$ cat config.mk
export PLATFORM = sky130hd
export DESIGN_NAME = id_ex_stage
export DESIGN_NICKNAME = d
export VERILOG_FILES = /design/src/rtl/id_ex_stage.sv
export SDC_FILE = /design/constraint.sdc
export NUM_CORES = 1
export LEC_CHECK = 0
export CAP_MARGIN = 20
export CELL_PAD_IN_SITES_DETAIL_PLACEMENT = 1
export CELL_PAD_IN_SITES_GLOBAL_PLACEMENT = 2
export CORE_AREA = 4 4 268 139
export DETAILED_ROUTE_END_ITERATION = 12
export DIE_AREA = 0 0 272 143
export PLACE_DENSITY = 0.76
export SLEW_MARGIN = 20
export SYNTH_ARGS = -nofsm -noshare
export SYNTH_HDL_FRONTEND = slang
export SYNTH_SLANG_ARGS = --single-unit
$ cat constraint.sdc
create_clock -name clk -period 3.3 [get_ports clk]
set_input_delay 0.99 -clock clk [delete_from_list [all_inputs] [get_ports clk]]
set_output_delay 0.99 -clock clk [all_outputs]
set_load 0.02 [all_outputs]
$ cat src/rtl/id_ex_stage.sv
// id_ex_stage: ID/EX pipeline register with load-use hazard detection and branch flush
module id_ex_stage #(
    parameter int XLEN = 32,
    parameter int RA_W = 5
) (
    input  logic            clk,
    input  logic            reset,
    input  logic            stall_in,
    input  logic [9:0]      ctrlD,
    input  logic            validD,
    input  logic [2:0]      funct3D,
    input  logic            funct7b5D,
    input  logic [RA_W-1:0] Rs1D,
    input  logic [RA_W-1:0] Rs2D,
    input  logic [RA_W-1:0] RdD,
    input  logic [XLEN-1:0] RD1D,
    input  logic [XLEN-1:0] RD2D,
    input  logic [XLEN-1:0] ImmExtD,
    input  logic [XLEN-1:0] PCD,
    input  logic [XLEN-1:0] PCPlus4D,
    input  logic            PCSrcE,
    output logic [9:0]      ctrlE,
    output logic            validE,
    output logic [2:0]      funct3E,
    output logic            funct7b5E,
    output logic [RA_W-1:0] Rs1E,
    output logic [RA_W-1:0] Rs2E,
    output logic [RA_W-1:0] RdE,
    output logic [XLEN-1:0] RD1E,
    output logic [XLEN-1:0] RD2E,
    output logic [XLEN-1:0] ImmExtE,
    output logic [XLEN-1:0] PCE,
    output logic [XLEN-1:0] PCPlus4E,
    output logic            StallF,
    output logic            StallD,
    output logic            FlushD,
    output logic [15:0]     bubble_count
);
    // ctrl packing: [9] RegWrite, [8:7] ResultSrc, [6] MemWrite, [5] Jump, [4] BranchEQ, [3] BranchLT, [2:1] ALUOp, [0] ALUSrc
    logic loaduse;
    logic kill;
    assign loaduse = validE & ctrlE[9] & (ctrlE[8:7] == 2'b01) & (RdE != '0) & validD
                   & ((RdE == Rs1D) | (RdE == Rs2D));
    assign StallF  = loaduse & ~PCSrcE & ~stall_in;
    assign StallD  = StallF;
    assign FlushD  = PCSrcE & ~stall_in;
    assign kill    = PCSrcE | loaduse;

    // E-side registers: reset, hold on global stall, bubble on flush/hazard, else load D
    always_ff @(posedge clk) begin
        if (reset || (!stall_in && kill)) begin
            ctrlE     <= '0;
            validE    <= 1'b0;
            funct3E   <= '0;
            funct7b5E <= 1'b0;
            Rs1E      <= '0;
            Rs2E      <= '0;
            RdE       <= '0;
            RD1E      <= '0;
            RD2E      <= '0;
            ImmExtE   <= '0;
            PCE       <= '0;
            PCPlus4E  <= '0;
        end else if (!stall_in) begin
            ctrlE     <= validD ? ctrlD : '0;
            validE    <= validD;
            funct3E   <= funct3D;
            funct7b5E <= funct7b5D;
            Rs1E      <= Rs1D;
            Rs2E      <= Rs2D;
            RdE       <= RdD;
            RD1E      <= RD1D;
            RD2E      <= RD2D;
            ImmExtE   <= ImmExtD;
            PCE       <= PCD;
            PCPlus4E  <= PCPlus4D;
        end
    end

    // one count per inserted bubble; a simultaneous flush and hazard counts once
    always_ff @(posedge clk) begin
        if (reset)
            bubble_count <= '0;
        else if (!stall_in && kill)
            bubble_count <= bubble_count + 16'd1;
    end
endmodule

Word-level counts from Yosys, hierarchy flattened
Index checks and enable logic that the tools add are counted.
Storage, ports and cells
  word-level logic and storage cells: 34
  register bits after elaboration: 206
  input bits: 194
Operators by class
  reductions and logical operators: 4
  equality and inequality tests: 3
  muxes and demuxes: 1
  $add $sub $neg: 1
  bitwise operators: 12
Operators with widths (number)
  $add A16 B1 Y16 const B: 1
  $eq A5 B5 Y1: 2
  $mux W10: 1
  $and A1 B1 Y1: 8
  $reduce_bool A5 Y1: 1
  $eq A2 B1 Y1 const B: 1
  $not A1 Y1: 2
  $or A1 B1 Y1: 2
  $logic_and A1 B1 Y1: 1
  $logic_not A1 Y1: 1
  $logic_or A1 B1 Y1: 1

Longest topological paths before layout
  depth after elaboration: 8
  mapped depth: 9
  gate-level depth less buffers: 6

Least setup slack after synthesis
No wires, ideal clock.
  path kind: input port to output port
  start point: input Rs1D[3]
  end point: output StallF
  path buffers: 1
  setup slack: -76 ps
  arrival time: 2386 ps
  stages on the path: 6
  required time: 2310 ps
  cell sequence: xnor2_1 > nand3_1 > o22ai_1 > nand2_1 > nor3_1 > buf_4
On the way
  longest elaborated chain between the ends: 5
RTL lines
  start, declared: line 13  | input logic [RA_W-1:0] Rs1D,
  $eq A5 B5 Y1: line 43  | & ((RdE == Rs1D) | (RdE == Rs2D));
  $or A1 B1 Y1: line 43
  $and A1 B1 Y1: line 43
  $and A1 B1 Y1 (2 in series): line 44  | assign StallF = loaduse & ~PCSrcE & ~stall_in;
  end, declared: line 34  | output logic StallF,
No other way between the ends.

Final worst setup path
  start point: input Rs1D[1]
  end point: output StallF
The elaborated chain is that of the path after synthesis.

==> results.py <==
metrics = {
    "status": {
        "status": "completed",
    },
    "clocking": {
        "clock_latency_ns": 0.51,
        "clk_path_buf_depth": 3,
        "root_buffer": "clkbuf_16",
        "cts_buffers": 21,
        "cts_sinks": 206,
        "cts.clk_slew.worst_paths_ns": 0.06,
        "hold_buffers": 0,
        "cts_tree": "done",
        "htree_num_levels": 1,
    },
    "route": {
        "detail-route-antenna-nets": 0,
        "routed-via-count": 6849,
        "first_iter_violations": 190,
        "drc": 0,
        "postRouteWirelength_mm": 29.7,
        "drt-wirelength-per-cell_microns": 18.1,
        "vias_per_cell": 4.18,
        "drt_pass1_iterations": 4,
    },
    "logic_synthesis": {
        "ys_ff_latch": 206,
        "ys_seq_area_share_pct": 54.3,
        "synth_cells": 733,
        "synth-main-ff-cell": "dfxtp_1",
        "synth_edf_count": 0,
        "synth-async-reset-ratio_pct": 0,
        "ys_top_cells_by_area": "dfxtp_1, mux2i_1, nor2_1",
        "synth.most_common_cell": "dfxtp_1",
        "synth_area_sq_um": 7590,
        "syn_area_per_cell_sq_um": 10.4,
        "yosys-top-cells-count": "dfxtp_1, nor2_1, mux2i_1",
        "yosys.cell_types.count": 32,
        "yosys.area.top_type_share_pct": 54.3,
        "ys_warn_count": 0,
        "synth_nets": 928,
        "synth_top_area_cell": "dfxtp_1",
    },
    "timing": {
        "fin_crit_ns": 3.22,
        "post-route-period-util_pct": 97.6,
        "finClkSkew_ns": 0.0154,
        "drv_slew": 0,
        "final_hold_viol_count": 0,
        "worstMarginPinSlew_ns": 0.942,
        "setup_slack_ns": 0.0781,
        "setup_viol": 0,
        "slew_headroom_pct": 37.0,
        "whs_ns": 0.495,
        "fmax_mhz": 310,
    },
    "critical_path": {
        "max_stage_delay_ns": 0.23,
        "cp_max_fo": 2,
        "r2r-start": "RdE[1]",
        "cp-start-kind": "primary input",
        "worst-setup-path-type": "in -> out",
        "crit_chain": "clkdlybuf4s15_2, xnor2_2, nand3_2, o22ai_4, buf_6, nand2_4, nor3_4, buf_6",
        "worstPathRequired_ns": 2.31,
        "worst_r2r_endpoint": "RD2E[6]",
        "r2r_setup_slack_ns": 0.84,
        "path_common_cell": "buf_6",
        "cp.arrival_ns": 2.23,
        "crit_slowest_cell": "o22ai_4",
        "end_kind": "primary output",
        "reg2regPathDepth": 9,
    },
    "floorplan": {
        "die_x_microns": 272,
        "initial_core_util_pct": 21.6,
        "io_pins": 403,
        "fp.dieH_microns": 143,
        "core_area_sq_um": 35100,
        "num_rows": 49,
        "die_area_sq_um": 38900,
    },
    "placement": {
        "io_buffers": 402,
        "gp_congestion": 0.790,
        "place_ws_ns": -0.883,
        "place_area_sq_um": 12300,
        "dp_cells": 1603,
        "dpl.hpwl_mm": 22.9,
    },
    "final_layout": {
        "antenna_cells": 0,
        "finalNonFillerCells": 1639,
        "area_growth_pct": 72.0,
        "fin_area_sq_um": 13100,
        "nets": 1338,
        "drive_above_1_share_pct": 6.84,
    },
    "global_routing": {
        "grt-ovfl-total": 0,
        "grt_pass1_wl_mm": 44.0,
        "grt_util_all_layers_pct": 14.4,
        "grt_max_degree": 48,
        "first_global_vias": 7236,
        "antenna_found_initial": 3,
    },
    "power": {
        "ir_worst_vdd_mv": 0.225,
        "p_per_area_nw_per_um2": 471,
        "leakagePower_uw": 0.00527,
        "total_power_uw": 6150,
    },
    "flow_run": {
        "cap_viol_max_count": 0,
    },
    "worst_hold_path": {
        "hold_depth": 2,
        "hold_path_class": "reg -> reg",
        "min_to": "RD1E[13]",
        "hp-start": "RD1E[13]",
    },
}
## power breakdown
| group | leakage (uW) | total (uW) | switching, uW | internal, uW |
|---|---|---|---|---|
| clock network | 0.000324 | 2440 | 1020 | 1420 |
| logic | 0.00326 | 1040 | 467 | 572 |
| registers | 0.00169 | 2670 | 66.8 | 2600 |
## critical path, delay by kind of cell
family	cells	cell delay [ns]
xor+xnor	1	0.16
simple gates	3	0.35
buf+inv	3	0.49
compound gates	1	0.23
## sequential cells by signal, summed over array words and instances, names as in the netlist
name and cells:
ImmExtE 32, PCE 32, PCPlus4E 32, RD1E 32, RD2E 32, bubble_count 16, ctrlE 10, RdE 5
Rs1E 5, Rs2E 5, funct3E 3, funct7b5E 1, validE 1
## placed cells by master, fill, tap and decap left out, drive strengths merged, types with 2 or more instances in the layout
cell	instances
a21oi	15
a22oi	10
a31oi	2
and2	2
buf	36
bufinv	2
clkbuf	35
clkdlybuf4s15	5
clkdlybuf4s50	387
dfxtp	206
dlygate4sd2	4
inv	3
mux2i	180
nand2	8
nand3	8
nand4	3
nor2	195
nor2b	3
nor3	4
o21ai	8
o31ai	5
or2	2
or3	9
or4	6
xnor2	10
## how the worst max path moves through the flow
| stage | slack, ns | startpoint | cells after the start | end |
|---|---|---|---|---|
| finish | 0.08 | Rs1D[1] | 8 | StallF |
| global route | -0.03 | Rs1D[1] | 8 | StallD |
| CTS | -0.02 | Rs1D[4] | 8 | StallF |
| detailed placement | -0.88 | Rs1D[1] | 8 | StallF |
| global placement | -0.89 | Rs1D[1] | 8 | StallD |
| floorplan | 0.13 | Rs1D[3] | 6 | StallF |
## per-layer routing
| layer | wire, microns | GRT usage, % | up-vias |
|---|---|---|---|
| li1 | - | - | 3305 |
| met1 | 13400 | 18.5 | 3278 |
| met2 | 12900 | 22.5 | 217 |
| met3 | 2740 | 6.48 | 43 |
| met4 | 687 | 3.28 | 6 |
| met5 | 34 | 0 | - |
## kinds of logic (layout without fill, tap and decap cells)
family          after synthesis  in the layout  share of synthesized area, %
compound gates               41             41                          3.44
buf+inv                      51            473                          3.69
mux                         181            181                          23.9
fa+ha+maj                     1              1                         0.165
flops                       206            206                          54.3
xor+xnor                     11             11                          1.27
simple gates                242            242                          13.2
## final cells by class
class	count	area, sq um
Clock inverter	3	67.6
Sequential cell	206	4120
Multi-Input combinational cell	476	3240
Inverter	3	11.3
Timing Repair Buffer	435	4400
Fill cell	3941	22100
Clock buffer	32	607
Tap cell	484	606
## stage by stage
| step | TNS (ns) | utilization (%) |
|---|---|---|
| 3_3_place_gp | -1.78 | 35.1 |
| 2_1_floorplan | 0 | - |
| 4_1_cts | -0.0236 | 37.2 |
| 5_1_grt | -0.0567 | 37.2 |
| 3_5_place_dp | -1.78 | 35.1 |
| 6_report | 0 | 37.2 |
## timing repair
| action | in CTS | in global routing |
|---|---|---|
| hold endpoints to repair | 0 | 0 |
| setup buffers | 1 | 0 |
| setup endpoints to repair | 3 | 2 |
| pin swaps | 16 | 9 |
| resized for setup | 38 | 6 |
(Power assumes the default switching activity.)
